File: src/rtl/multicycle_control.sv
// rtl/multicycle_control.sv - main control FSM for the multi-cycle RV32 core
module multicycle_control #(
    parameter int MEM_TIMEOUT = 16,
    parameter int TO_W        = 5
) (
    input  logic       clk,
    input  logic       reset,
    input  logic [6:0] opcode,
    input  logic       zero,
    input  logic       mem_ready,
    output logic       PCWrite,
    output logic       Branch,
    output logic       IRWrite,
    output logic       AdrSrc,
    output logic       MemRead,
    output logic       MemWrite,
    output logic       RegWrite,
    output logic [1:0] ALUSrcA,
    output logic [1:0] ALUSrcB,
    output logic [1:0] ALUOp,
    output logic [1:0] ResultSrc,
    output logic       instr_retired,
    output logic       illegal_instr,
    output logic       bus_error,
    output logic [3:0] state_dbg
);
    localparam logic [6:0] OP_R    = 7'b0110011;
    localparam logic [6:0] OP_LW   = 7'b0000011;
    localparam logic [6:0] OP_SW   = 7'b0100011;
    localparam logic [6:0] OP_BEQ  = 7'b1100011;
    localparam logic [TO_W-1:0] TO_LAST = TO_W'(MEM_TIMEOUT - 1);

    typedef enum logic [3:0] {
        FETCH    = 4'd0,
        DECODE   = 4'd1,
        MEMADR   = 4'd2,
        MEMREAD  = 4'd3,
        MEMWB    = 4'd4,
        MEMWRITE = 4'd5,
        EXECUTE  = 4'd6,
        ALUWB    = 4'd7,
        BRANCH   = 4'd8,
        TRAP     = 4'd9
    } state_t;

    state_t          state;
    logic [TO_W-1:0] to_cnt;
    logic            ill_q;
    logic            be_q;
    logic            mem_state;
    logic            timed_out;
    logic            unused_zero;

    // zero is consumed by the datapath's PC-load gate, not by the sequencer
    assign unused_zero = zero;

    assign mem_state = (state == FETCH) || (state == MEMREAD) || (state == MEMWRITE);
    // the last permitted wait cycle still succeeds if mem_ready arrives in it
    assign timed_out = mem_state && !mem_ready && (to_cnt == TO_LAST);

    always_ff @(posedge clk) begin
        if (!reset) begin
            state  <= FETCH;
            to_cnt <= '0;
            ill_q  <= 1'b0;
            be_q   <= 1'b0;
        end else begin
            if (mem_state && !mem_ready && !timed_out) begin
                to_cnt <= to_cnt + 1'b1;
            end else begin
                to_cnt <= '0;
            end
            case (state)
                FETCH:    if (mem_ready) state <= DECODE;
                DECODE: begin
                    if (opcode == OP_R) begin
                        state <= EXECUTE;
                    end else if (opcode == OP_LW || opcode == OP_SW) begin
                        state <= MEMADR;
                    end else if (opcode == OP_BEQ) begin
                        state <= BRANCH;
                    end else begin
                        state <= TRAP;
                        ill_q <= 1'b1;
                    end
                end
                MEMADR:   state <= (opcode == OP_SW) ? MEMWRITE : MEMREAD;
                MEMREAD:  if (mem_ready) state <= MEMWB;
                MEMWB:    state <= FETCH;
                MEMWRITE: if (mem_ready) state <= FETCH;
                EXECUTE:  state <= ALUWB;
                ALUWB:    state <= FETCH;
                BRANCH:   state <= FETCH;
                default:  state <= TRAP;
            endcase
            if (timed_out) begin
                state <= TRAP;
                be_q  <= 1'b1;
            end
        end
    end

    always_comb begin
        PCWrite       = 1'b0;
        Branch        = 1'b0;
        IRWrite       = 1'b0;
        AdrSrc        = 1'b0;
        MemRead       = 1'b0;
        MemWrite      = 1'b0;
        RegWrite      = 1'b0;
        ALUSrcA       = 2'b00;
        ALUSrcB       = 2'b00;
        ALUOp         = 2'b00;
        ResultSrc     = 2'b00;
        instr_retired = 1'b0;
        case (state)
            FETCH: begin
                MemRead   = 1'b1;
                ALUSrcB   = 2'b10;
                ResultSrc = 2'b10;
                IRWrite   = mem_ready;
                PCWrite   = mem_ready;
            end
            DECODE: begin
                ALUSrcA = 2'b01;
                ALUSrcB = 2'b01;
            end
            MEMADR: begin
                ALUSrcA = 2'b10;
                ALUSrcB = 2'b01;
            end
            MEMREAD: begin
                MemRead = 1'b1;
                AdrSrc  = 1'b1;
            end
            MEMWB: begin
                RegWrite      = 1'b1;
                ResultSrc     = 2'b01;
                instr_retired = 1'b1;
            end
            MEMWRITE: begin
                MemWrite      = 1'b1;
                AdrSrc        = 1'b1;
                instr_retired = mem_ready;
            end
            EXECUTE: begin
                ALUSrcA = 2'b10;
                ALUOp   = 2'b10;
            end
            ALUWB: begin
                RegWrite      = 1'b1;
                instr_retired = 1'b1;
            end
            BRANCH: begin
                ALUSrcA       = 2'b10;
                ALUOp         = 2'b01;
                Branch        = 1'b1;
                instr_retired = 1'b1;
            end
            default: ;
        endcase
        if (!reset) begin
            PCWrite       = 1'b0;
            Branch        = 1'b0;
            IRWrite       = 1'b0;
            AdrSrc        = 1'b0;
            MemRead       = 1'b0;
            MemWrite      = 1'b0;
            RegWrite      = 1'b0;
            ALUSrcA       = 2'b00;
            ALUSrcB       = 2'b00;
            ALUOp         = 2'b00;
            ResultSrc     = 2'b00;
            instr_retired = 1'b0;
        end
    end

    assign illegal_instr = reset & ill_q;
    assign bus_error     = reset & be_q;
    assign state_dbg     = reset ? state : 4'd0;
endmodule
File: config.mk
export PLATFORM = sky130hd
export DESIGN_NAME = multicycle_control
export DESIGN_NICKNAME = d
export VERILOG_FILES = /design/src/rtl/multicycle_control.sv
export SDC_FILE = /design/constraint.sdc
export NUM_CORES = 1
export LEC_CHECK = 0
export ABC_AREA = 1
export ABC_CLOCK_PERIOD_IN_PS = 2800
export BUFFER_PORTS_ARGS = -buffer_cell sky130_fd_sc_hd__buf_2
export CAP_MARGIN = 0
export CORE_MARGIN = 2
export CORE_UTILIZATION = 50
export DETAILED_ROUTE_END_ITERATION = 8
export PLACE_DENSITY = 0.78
export REMOVE_ABC_BUFFERS = 1
export SETUP_SLACK_MARGIN = 0.3
export SLEW_MARGIN = 30
export SYNTH_ARGS = -nofsm -noshare
export SYNTH_HDL_FRONTEND = slang
export SYNTH_SLANG_ARGS = --single-unit
File: constraint.sdc
create_clock -name clk -period 2.8 [get_ports clk]
set_input_delay 0.84 -clock clk [delete_from_list [all_inputs] [get_ports clk]]
set_output_delay 0.84 -clock clk [all_outputs]
set_load 0.03 [all_outputs]
==> reports/qor.txt, run 1 <==
peak supply drop - 0.306 mV
source of the worst hold timing path - ill_q
post-route insts no fill - 183
number of failing setup endpoints in the final timing report - 0
count of synthesis-stage warnings from yosys - 0
instance area after placement - 983 um^2
gp weighted congestion - 0.872
area share of the largest cell type after synthesis - 26.6%
Internal Pwr Total - 0.269 mW
number of instances in the synthesized netlist - 134
arrival time reported for the critical path endpoint - 1.58 ns
sequential area share after synthesis - 26.6%
max cap viols - 0
top post-synthesis cells by area - dfxtp_1, nand2_1, nor2_1, inv_1, nor2_2
Worst Setup Path Type - primary input to output port
# port buffers - 31
switching pwr - 0.174 mW
class of the tightest hold or removal check - flop to flop
fin area - 1010 um^2
number of top-level pins - 33
area leader, netlist - dfxtp_1
CTS hold repair buffers - 0
nature of the critical path endpoint - output port
number of antenna violations at the first check in global routing - 0
slew at the pin closest to its max-slew limit - 0.259 ns
routed vias/inst - 4.93
final critical delay including setup and external delays - 2.42 ns
clock sink count - 11
timing-limited maximum frequency - 0.413 GHz
number of setup buffers added after CTS - 0
proportion of power drawn by combinational gates - 35.8%
post-layout power - 0.443 mW
switching power share of the total - 39.2%
die area - 2000 um^2
ratio of cells with drive above 1 in the final layout - 32.9%
cell count after placement - 179
number of DRC markers in iteration 0 - 19
total number of vias - 902
final wirelength - 1780 um
maximum count of clock buffers along a single path - 2
level count of the clock H-tree - 1
clk slew on worst S/H paths - 0.07 ns
master of the slowest instance on the critical path - a211o_1
starting density of the core - 54.3%
maximum number of pins on one net before global-route repair - 9
post-detail-place hpwl - 1500 um
TritonCTS Buffers - 3
Total Routing Usage GR - 20.4%
1st-pass router iterations - 5
number of global-route vias before repair - 793
TritonCTS clock tree - done
number of cells on the worst reg-to-reg path - 8
worst slew slack as a fraction of its limit - 82.7%
Layout Skew - 0.00150 ns
Core Util, Final - 66.3%
mean cell area of the mapped netlist - 6.17 um^2
critical path launch point type - primary input
critical path required time - 1.96 ns
hold violation count in the final report - 0
drc violations - 0
Die W - 44.7 um
outcome - complete, no violations
core box area - 1520 um^2
Area Growth Syn to Fin - 22.1%
Die Y - 44.7 um
portion of total power attributed to sequential cells - 39.1%
Leakage - 0.641 nW
final max-slew violation count - 0
Nets - 181
area of the multi-input gates - 483 um^2
Max stage delay on crit path - 0.26 ns
cell depth of the worst hold path - 2
area used by sequential logic in the layout - 220 um^2
wire length per cell after detailed routing - 9.74 um
Final ANT Viol Nets - 0
worst skew pair latency - 0.27 ns
critical-path cell list - buf_2 > nand2_1 > nor2_1 > a211o_1 > buf_2
share of power burned in the clock network - 25.1%
number of fill cells in the layout - 160
number of different library cells in the post-synthesis netlist - 24
antenna cell count - 0
PwrDens - 439 nW/um^2
Post-Synthesis Cell Area - 827 um^2
period utilisation layout - 86.4%
setup repair after global routing missed its margin - false
clock root buffer - clkbuf_4
launching instance or port of the critical path - reset
GRT Residual Overflow - 0
worst setup slack for register-to-register paths - 1.48 ns
number of placement rows - 14
source of the worst register-to-register timing path - to_cnt[0]
# resized after CTS - 0
first-pass GRT wire length - 3020 um
Worst Path Max Fanout - 6
post-synthesis register bit count - 11
cell mode on critical path - buf_2
[path summary, 6_finish.rpt]
kind,end
max,instr_retired
max reg2reg,state[0]
min reg2reg,ill_q
min,ill_q
[power by group through the flow]
stage / Clock, mW / Combinational [mW] / Sequential (mW)
6_report: 0.111 / 0.159 / 0.173
5_1_grt: 0.120 / 0.177 / 0.174
4_1_cts: 0.114 / 0.160 / 0.173
3_5_place_dp: 0 / 0.159 / 0.177
3_3_place_gp: 0 / 0.157 / 0.176
2_1_floorplan: 0 / 0.119 / 0.175
[synth_stat cells]
master,count
nand2_1,31
nor2_1,24
inv_1,23
dfxtp_1,11
nor2_2,7
nand3_1,6
inv_2,3
nand2_2,3
nand3_2,3
nor3_1,3
a21oi_1,2
a31oi_1,2
buf_4,2
ha_1,2
nand2_4,2
o21ai_0,2
a211o_1,1
and3_1,1
buf_6,1
nand3b_1,1
nor2_4,1
nor3_2,1
o22ai_1,1
xor2_1,1
[cells by family (layout without fill, tap and decap cells)]
logic type / Yosys count / in the layout / share of synthesized area, %
flip-flops: 11 / 11 / 26.6
AND/OR/NAND/NOR: 83 / 83 / 48.6
buffers and inverters: 29 / 62 / 15.0
adder cells (fa/ha/maj): 2 / 2 / 3.03
AO/OA/AOI/OAI: 8 / 8 / 5.75
XOR/XNOR: 1 / 1 / 1.06
[sequential cells by signal (all words and copies together), names as in the netlist]
register,count
be_q,1
ill_q,1
state,4
to_cnt,5
[routing by layer]
| layer | global-route usage, % | up-vias | share of wire, % |
|---|---|---|---|
| li1 | - | 475 | - |
| met1 | 23.1 | 389 | 44 |
| met2 | 35.7 | 32 | 47 |
| met3 | 3.67 | 6 | 7.4 |
| met4 | 10.9 | 0 | 2.1 |
| met5 | 0 | - | 0 |
[critical path, delay by kind of cell]
family,cells,cell delay [ns]
compound gates,1,0.26
simple gates,2,0.17
buf+inv,2,0.30
[final cells by class]
| cell class | instances | share of cell area, % |
|---|---|---|
| tap | 16 | 1.98 |
| timing repair buffer | 32 | 16.1 |
| multi-input combinational | 94 | 47.8 |
| clock buffer | 4 | 2.60 |
| sequential | 11 | 21.8 |
| inverter | 26 | 9.67 |
[layout by cell type, fill, tap and decap left out, drive strengths merged]
| master | count |
|---|---|
| inv | 26 |
| clkbuf | 4 |
| dfxtp | 11 |
| o22ai | 1 |
| o21ai | 2 |
| and3 | 1 |
| xor2 | 1 |
| nor3 | 4 |
| nand3 | 9 |
| ha | 2 |
| nand3b | 1 |
| a31oi | 2 |
| nor2 | 32 |
| a211o | 1 |
| nand2 | 36 |
| buf | 32 |
| a21oi | 2 |
[per-stage QoR]
stage | setup TNS (ns) | setup slack (ns) | hold slack, ns
after floorplan | -0.685 | -0.279 | 0.417
after global placement | 0 | 0.393 | 0.426
after detailed placement | 0 | 0.375 | 0.434
after CTS | 0 | 0.373 | 0.450
after global routing | 0 | 0.328 | 0.470
final | 0 | 0.380 | 0.444
Note: power is estimated with default switching activity, not from simulation.
==> run 2: changes to the inputs <==
--- a/config.mk
+++ b/config.mk
@@ -5,14 +5,13 @@
 export SDC_FILE = /design/constraint.sdc
 export NUM_CORES = 1
 export LEC_CHECK = 0
-export ABC_AREA = 1
 export ABC_CLOCK_PERIOD_IN_PS = 2800
 export BUFFER_PORTS_ARGS = -buffer_cell sky130_fd_sc_hd__buf_2
 export CAP_MARGIN = 0
 export CORE_MARGIN = 2
 export CORE_UTILIZATION = 50
 export DETAILED_ROUTE_END_ITERATION = 8
-export PLACE_DENSITY = 0.78
+export PLACE_DENSITY = 0.79
 export REMOVE_ABC_BUFFERS = 1
 export SETUP_SLACK_MARGIN = 0.3
 export SLEW_MARGIN = 30
==> run 2 against run 1 <==
Net effect:
- combinational power up 20%
- global-route usage up 0.21 points
- critical path depth up 1
- clock skew down 0.00095 ns
- sequential share of layout area up 0.86 points
- register-to-register slack worse by 0.31 ns
- core utilization down 0.31 points
- critical path type unchanged
- largest cell class unchanged
- largest power group is now combinational logic
==> reports/qor.txt, run 2 <==
final wirelength - 1750 um
sequential area share after synthesis - 27.5%
clk slew on worst S/H paths - 0.06 ns
Most flops, register - to_cnt
area leader, netlist - dfxtp_1
peak supply drop - 0.356 mV
setup repair after global routing missed its margin - true
final critical delay including setup and external delays - 2.53 ns
die area - 1930 um^2
number of enable-type register cells in the synthesized netlist - 0
Post-Synthesis Cell Area - 800 um^2
Leakage - 0.483 nW
Layout Skew - 0.000546 ns
TritonCTS Buffers - 3
timing-limited maximum frequency - 0.396 GHz
arrival time reported for the critical path endpoint - 1.69 ns
# port buffers - 31
clock sink count - 11
number of placement rows - 14
mean cell area of the mapped netlist - 7.40 um^2
routed length on met3 - 134 um
class of the tightest hold or removal check - flop to flop
nature of the critical path endpoint - output port
TritonCTS clock tree - done
Area Growth Syn to Fin - 24.3%
core box area - 1510 um^2
Die W - 44.0 um
number of DRC markers in iteration 0 - 11
first-pass GRT wire length - 3020 um
number of setup buffers added after CTS - 0
highest signal layer in the routed design - met4
number of failing setup endpoints in the final timing report - 0
outcome - complete, no violations
Worst Path Max Fanout - 6
post-synthesis register bit count - 11
Nets - 150
CTS hold repair buffers - 0
instance area after placement - 942 um^2
post-route insts no fill - 152
leading registers by flop count - to_cnt x5, state x4
number of antenna violations at the first check in global routing - 0
number of top-level pins - 33
clock root buffer - clkbuf_4
number of fill cells in the layout - 135
met2 WL post-DR - 805 um
Max stage delay on crit path - 0.30 ns
hold violation count in the final report - 0
area share of the largest cell type after synthesis - 27.5%
Final ANT Viol Nets - 0
area of the multi-input gates - 502 um^2
Worst Setup Path Type - primary input to output port
commonest cells in the synthesized netlist - dfxtp_1, and2_1, inv_1, nor2_1, nand2_1
gp weighted congestion - 0.852
flip-flop count of the largest register, all copies and words added - 5
top post-synthesis cells by area - dfxtp_1, and2_1, nor3b_1, inv_1, nor2_1
worst skew pair latency - 0.26 ns
critical path required time - 1.96 ns
most used cells in the layout excluding fill and tap cells - buf_2, inv_1, and2_1, nor2_1, nand2_1
period utilisation layout - 90.2%
number of instances in the synthesized netlist - 108
Die Y - 44.0 um
final max-slew violation count - 0
critical-path cell list - buf_4 > or3_1 > nand3_1 > o21ai_1 > and2_1 > buf_6
post-detail-place hpwl - 1320 um
fin area - 993 um^2
count of synthesis-stage warnings from yosys - 0
critical path launch point type - primary input
antenna cell count - 0
worst slew slack as a fraction of its limit - 68.1%
master of the slowest instance on the critical path - or3_1
total number of vias - 838
drc violations - 0
maximum number of pins on one net before global-route repair - 18
starting density of the core - 53.1%
1st-pass router iterations - 4
setup total negative slack - 0 ns
cell count after placement - 148
slew at the pin closest to its max-slew limit - 0.473 ns
fraction of synthesis flops using an asynchronous set or reset pin - 0%
max cap viols - 0
routed metal-1 wirelength - 801 um
most frequent standard cell in the layout excluding fill and tap cells - buf_2
maximum count of clock buffers along a single path - 2
routed vias/inst - 5.51
area used by sequential logic in the layout - 225 um^2
leading register cell type out of synthesis - dfxtp_1
number of global-route vias before repair - 692
ratio of cells with drive above 1 in the final layout - 30.1%
number of different library cells in the post-synthesis netlist - 40
most frequent cell after synthesis - dfxtp_1
Total Routing Usage GR - 20.6%
GRT Residual Overflow - 0
wire length per cell after detailed routing - 11.5 um
PwrDens - 488 nW/um^2
level count of the clock H-tree - 1
run 2: cell count changes after synthesis, sizes merged, moves of 3 or more:
cell | before | now
nor2 | 32 | 9
nor3b | 0 | 5
o21ai | 2 | 5
nand2 | 36 | 8
nand3 | 9 | 2
and2 | 0 | 9
clkbuf | 0 | 3
inv | 26 | 10
run 2: logic make-up after synthesis:
family,Yosys count,share of synthesized area (%)
AND/OR/NAND/NOR,52,36.6
AO/OA/AOI/OAI,21,18.6
buffers and inverters,18,9.70
flip-flops,11,27.5
XOR/XNOR,4,4.38
adder cells (fa/ha/maj),2,3.13
run 2: power breakdown:
| part | internal [mW] | total [mW] | leakage, nW | switching (mW) |
|---|---|---|---|---|
| Combinational | 0.0703 | 0.191 | 0.376 | 0.121 |
| Clock | 0.0551 | 0.105 | 0.0150 | 0.0496 |
| Sequential | 0.169 | 0.189 | 0.0911 | 0.0194 |
run 2: per-layer routing:
metal	track usage, %	vias up
li1	-	431
met1	27.9	376
met2	31.5	29
met3	5.42	2
met4	7.27	0
met5	0	-
run 2: per-stage QoR:
step | power [mW] | util (%) | worst slack, ns | hold WS (ns)
after floorplan | 0.323 | - | 0.102 | 0.418
after CTS | 0.487 | 65.4 | 0.262 | 0.447
final | 0.485 | 65.9 | 0.274 | 0.444
after detailed placement | 0.376 | 62.5 | 0.218 | 0.436
after global placement | 0.373 | 62.5 | 0.226 | 0.429
after global routing | 0.516 | 65.9 | 0.231 | 0.478
run 2: critical path, delay by kind of cell:
family | cells | cell delay (ns)
simple gates | 3 | 0.52
buf+inv | 2 | 0.26
compound gates | 1 | 0.05
run 2: path summary, 6_finish.rpt:
| kind | to | slack [ns] | from | cells past startpoint |
|---|---|---|---|---|
| hold reg to reg | ill_q | 0.44 | ill_q | 2 |
| setup reg to reg | state[2] | 1.17 | state[1] | 4 |
| hold / removal | ill_q | 0.44 | ill_q | 2 |
| setup / recovery | instr_retired | 0.27 | mem_ready | 6 |
run 2: final cells by class:
| type | count | area share (%) |
|---|---|---|
| Sequential cell | 11 | 22.7 |
| Multi-Input combinational cell | 79 | 50.5 |
| Clock buffer | 4 | 2.64 |
| Timing Repair Buffer | 32 | 18.4 |
| Tap cell | 16 | 2.02 |
| Inverter | 10 | 3.78 |
run 2: repair_timing:
| action | in CTS | in global routing |
|---|---|---|
| resized for setup | 6 | 5 |
| setup endpoints to repair | 4 | 10 |
| pin swaps | 1 | 1 |
| endpoints found under the hold margin | 0 | 0 |
==> run 3: changes to the inputs <==
--- a/config.mk
+++ b/config.mk
@@ -8,7 +8,7 @@
 export ABC_CLOCK_PERIOD_IN_PS = 2800
 export BUFFER_PORTS_ARGS = -buffer_cell sky130_fd_sc_hd__buf_2
 export CAP_MARGIN = 0
-export CORE_MARGIN = 2
+export CORE_MARGIN = 4
 export CORE_UTILIZATION = 50
 export DETAILED_ROUTE_END_ITERATION = 8
 export PLACE_DENSITY = 0.79
==> run 3 against run 2 <==
Net effect:
- clock power rose by 6%
- sequential cell count did not move
- critical path depth did not move
- cell count did not move
- first-iteration DRC count rose by 27%
==> reports/qor.txt, run 3 (synthesized netlist as in run 2, its figures left out) <==
timing-limited maximum frequency - 0.397 GHz
# port buffers - 31
Worst Setup Path Type - primary input to output port
setup repair after global routing missed its margin - true
critical-path cell list - buf_4 > or3_1 > nand3_1 > o21ai_1 > and2_1 > buf_6
TritonCTS Buffers - 3
maximum count of clock buffers along a single path - 2
class of the tightest hold or removal check - flop to flop
post-layout power - 0.490 mW
critical path required time - 1.96 ns
max cap viols - 0
outcome - complete, no violations
ratio of cells with drive above 1 in the final layout - 31.6%
gp weighted congestion - 0.795
number of antenna violations at the first check in global routing - 0
antenna cell count - 0
Die Y - 48.0 um
hold violation count in the final report - 0
TritonCTS clock tree - done
first-pass GRT wire length - 2870 um
final critical delay including setup and external delays - 2.52 ns
total number of vias - 847
routed vias/inst - 5.57
clk slew on worst S/H paths - 0.07 ns
leading registers by flop count - to_cnt x5, state x4
core box area - 1510 um^2
worst skew pair latency - 0.27 ns
Nets - 150
final max-slew violation count - 0
number of failing setup endpoints in the final timing report - 0
proportion of power drawn by combinational gates - 39.1%
drc violations - 0
critical path launch point type - primary input
PwrDens - 493 nW/um^2
Max stage delay on crit path - 0.30 ns
1st-pass router iterations - 4
most frequent standard cell in the layout excluding fill and tap cells - buf_2
final wirelength - 1870 um
switching power share of the total - 40.4%
hold slack final - 0.446 ns
Die W - 48.0 um
number of global-route vias before repair - 614
number of setup buffers added after CTS - 0
GRT Residual Overflow - 0
master of the slowest instance on the critical path - or3_1
peak supply drop - 0.259 mV
nature of the critical path endpoint - output port
worst slew slack as a fraction of its limit - 63.7%
level count of the clock H-tree - 1
Total Routing Usage GR - 18.1%
switching pwr - 0.198 mW
Final ANT Viol Nets - 0
starting density of the core - 53.1%
Area Growth Syn to Fin - 24.4%
number of placement rows - 14
die area - 2300 um^2
most used cells in the layout excluding fill and tap cells - buf_2, inv_1, and2_1, nor2_1
Leakage - 0.482 nW
share of power burned in the clock network - 22.7%
period utilisation layout - 89.9%
clock sink count - 11
setup total negative slack - 0 ns
CTS hold repair buffers - 0
slew at the pin closest to its max-slew limit - 0.537 ns
maximum number of pins on one net before global-route repair - 18
clock root buffer - clkbuf_4
Layout Skew - 0.00349 ns
Internal Pwr Total - 0.292 mW
wire length per cell after detailed routing - 12.3 um
arrival time reported for the critical path endpoint - 1.68 ns
portion of total power attributed to sequential cells - 38.3%
Worst Path Max Fanout - 6
number of top-level pins - 33
post-detail-place hpwl - 1450 um
number of DRC markers in iteration 0 - 14
Most flops, register - to_cnt
flip-flop count of the largest register, all copies and words added - 5
==> run 3: cell count changes in the layout (fill, tap and decap cells not counted) <==
cell | before | now
nor3_1 | 5 | 4
buf_2 | 26 | 27
nor3_2 | 1 | 2
buf_6 | 2 | 1
nand2_1 | 8 | 7
nand2_2 | 0 | 1
==> run 3: worst paths after layout <==
kind	startpoint	endpoint	slack, ns	depth (start not counted)
worst max-delay path	mem_ready	instr_retired	0.28	6
worst min-delay path	ill_q	ill_q	0.45	2
worst max register to register	state[1]	state[2]	1.14	4
worst min register to register	ill_q	ill_q	0.45	2
==> run 3: critical path, delay by kind of cell <==
kind,cells,cell delay (ns)
compound gates,1,0.05
buf+inv,2,0.26
simple gates,3,0.52
==> run 3: timing repair <==
action	in CTS	in global routing
endpoints found under the setup margin	2	10
pin swaps	1	0
gates resized for setup	4	7
==> run 3: area by class of cell <==
cell class | instances | area [um^2]
Fill cell | 135 | 512
Multi-Input combinational cell | 79 | 509
Sequential cell | 11 | 225
Timing Repair Buffer | 32 | 176
Inverter | 10 | 37.5
Clock buffer | 4 | 26.3
Tap cell | 16 | 20.0
==> run 3: metrics by stage <==
stage | worst slack (ns) | util (%) | instances | instance area (um^2)
3_3_place_gp | 0.228 | 62.5 | 148 | 942
2_1_floorplan | 0.102 | - | 100 | 759
4_1_cts | 0.266 | 65.0 | 152 | 980
5_1_grt | 0.234 | 66.0 | 152 | 995
6_report | 0.282 | 66.0 | 152 | 995
3_5_place_dp | 0.221 | 62.5 | 148 | 942
==> run 3: metal layers <==
layer	vias up	GRT usage [%]	part of all wire [%]
met3	5	3.76	9.0
met1	373	23.2	44
met5	-	0	0
li1	434	-	-
met4	0	9.68	1.8
met2	35	28.2	45
==> run 3: power by group through the flow <==
stage | combinational (mW) | sequential (mW) | clock (mW)
after detailed placement | 0.188 | 0.190 | 0
final | 0.192 | 0.188 | 0.111
after global routing | 0.212 | 0.190 | 0.120
after floorplan | 0.138 | 0.185 | 0
after global placement | 0.184 | 0.189 | 0
after CTS | 0.191 | 0.186 | 0.113
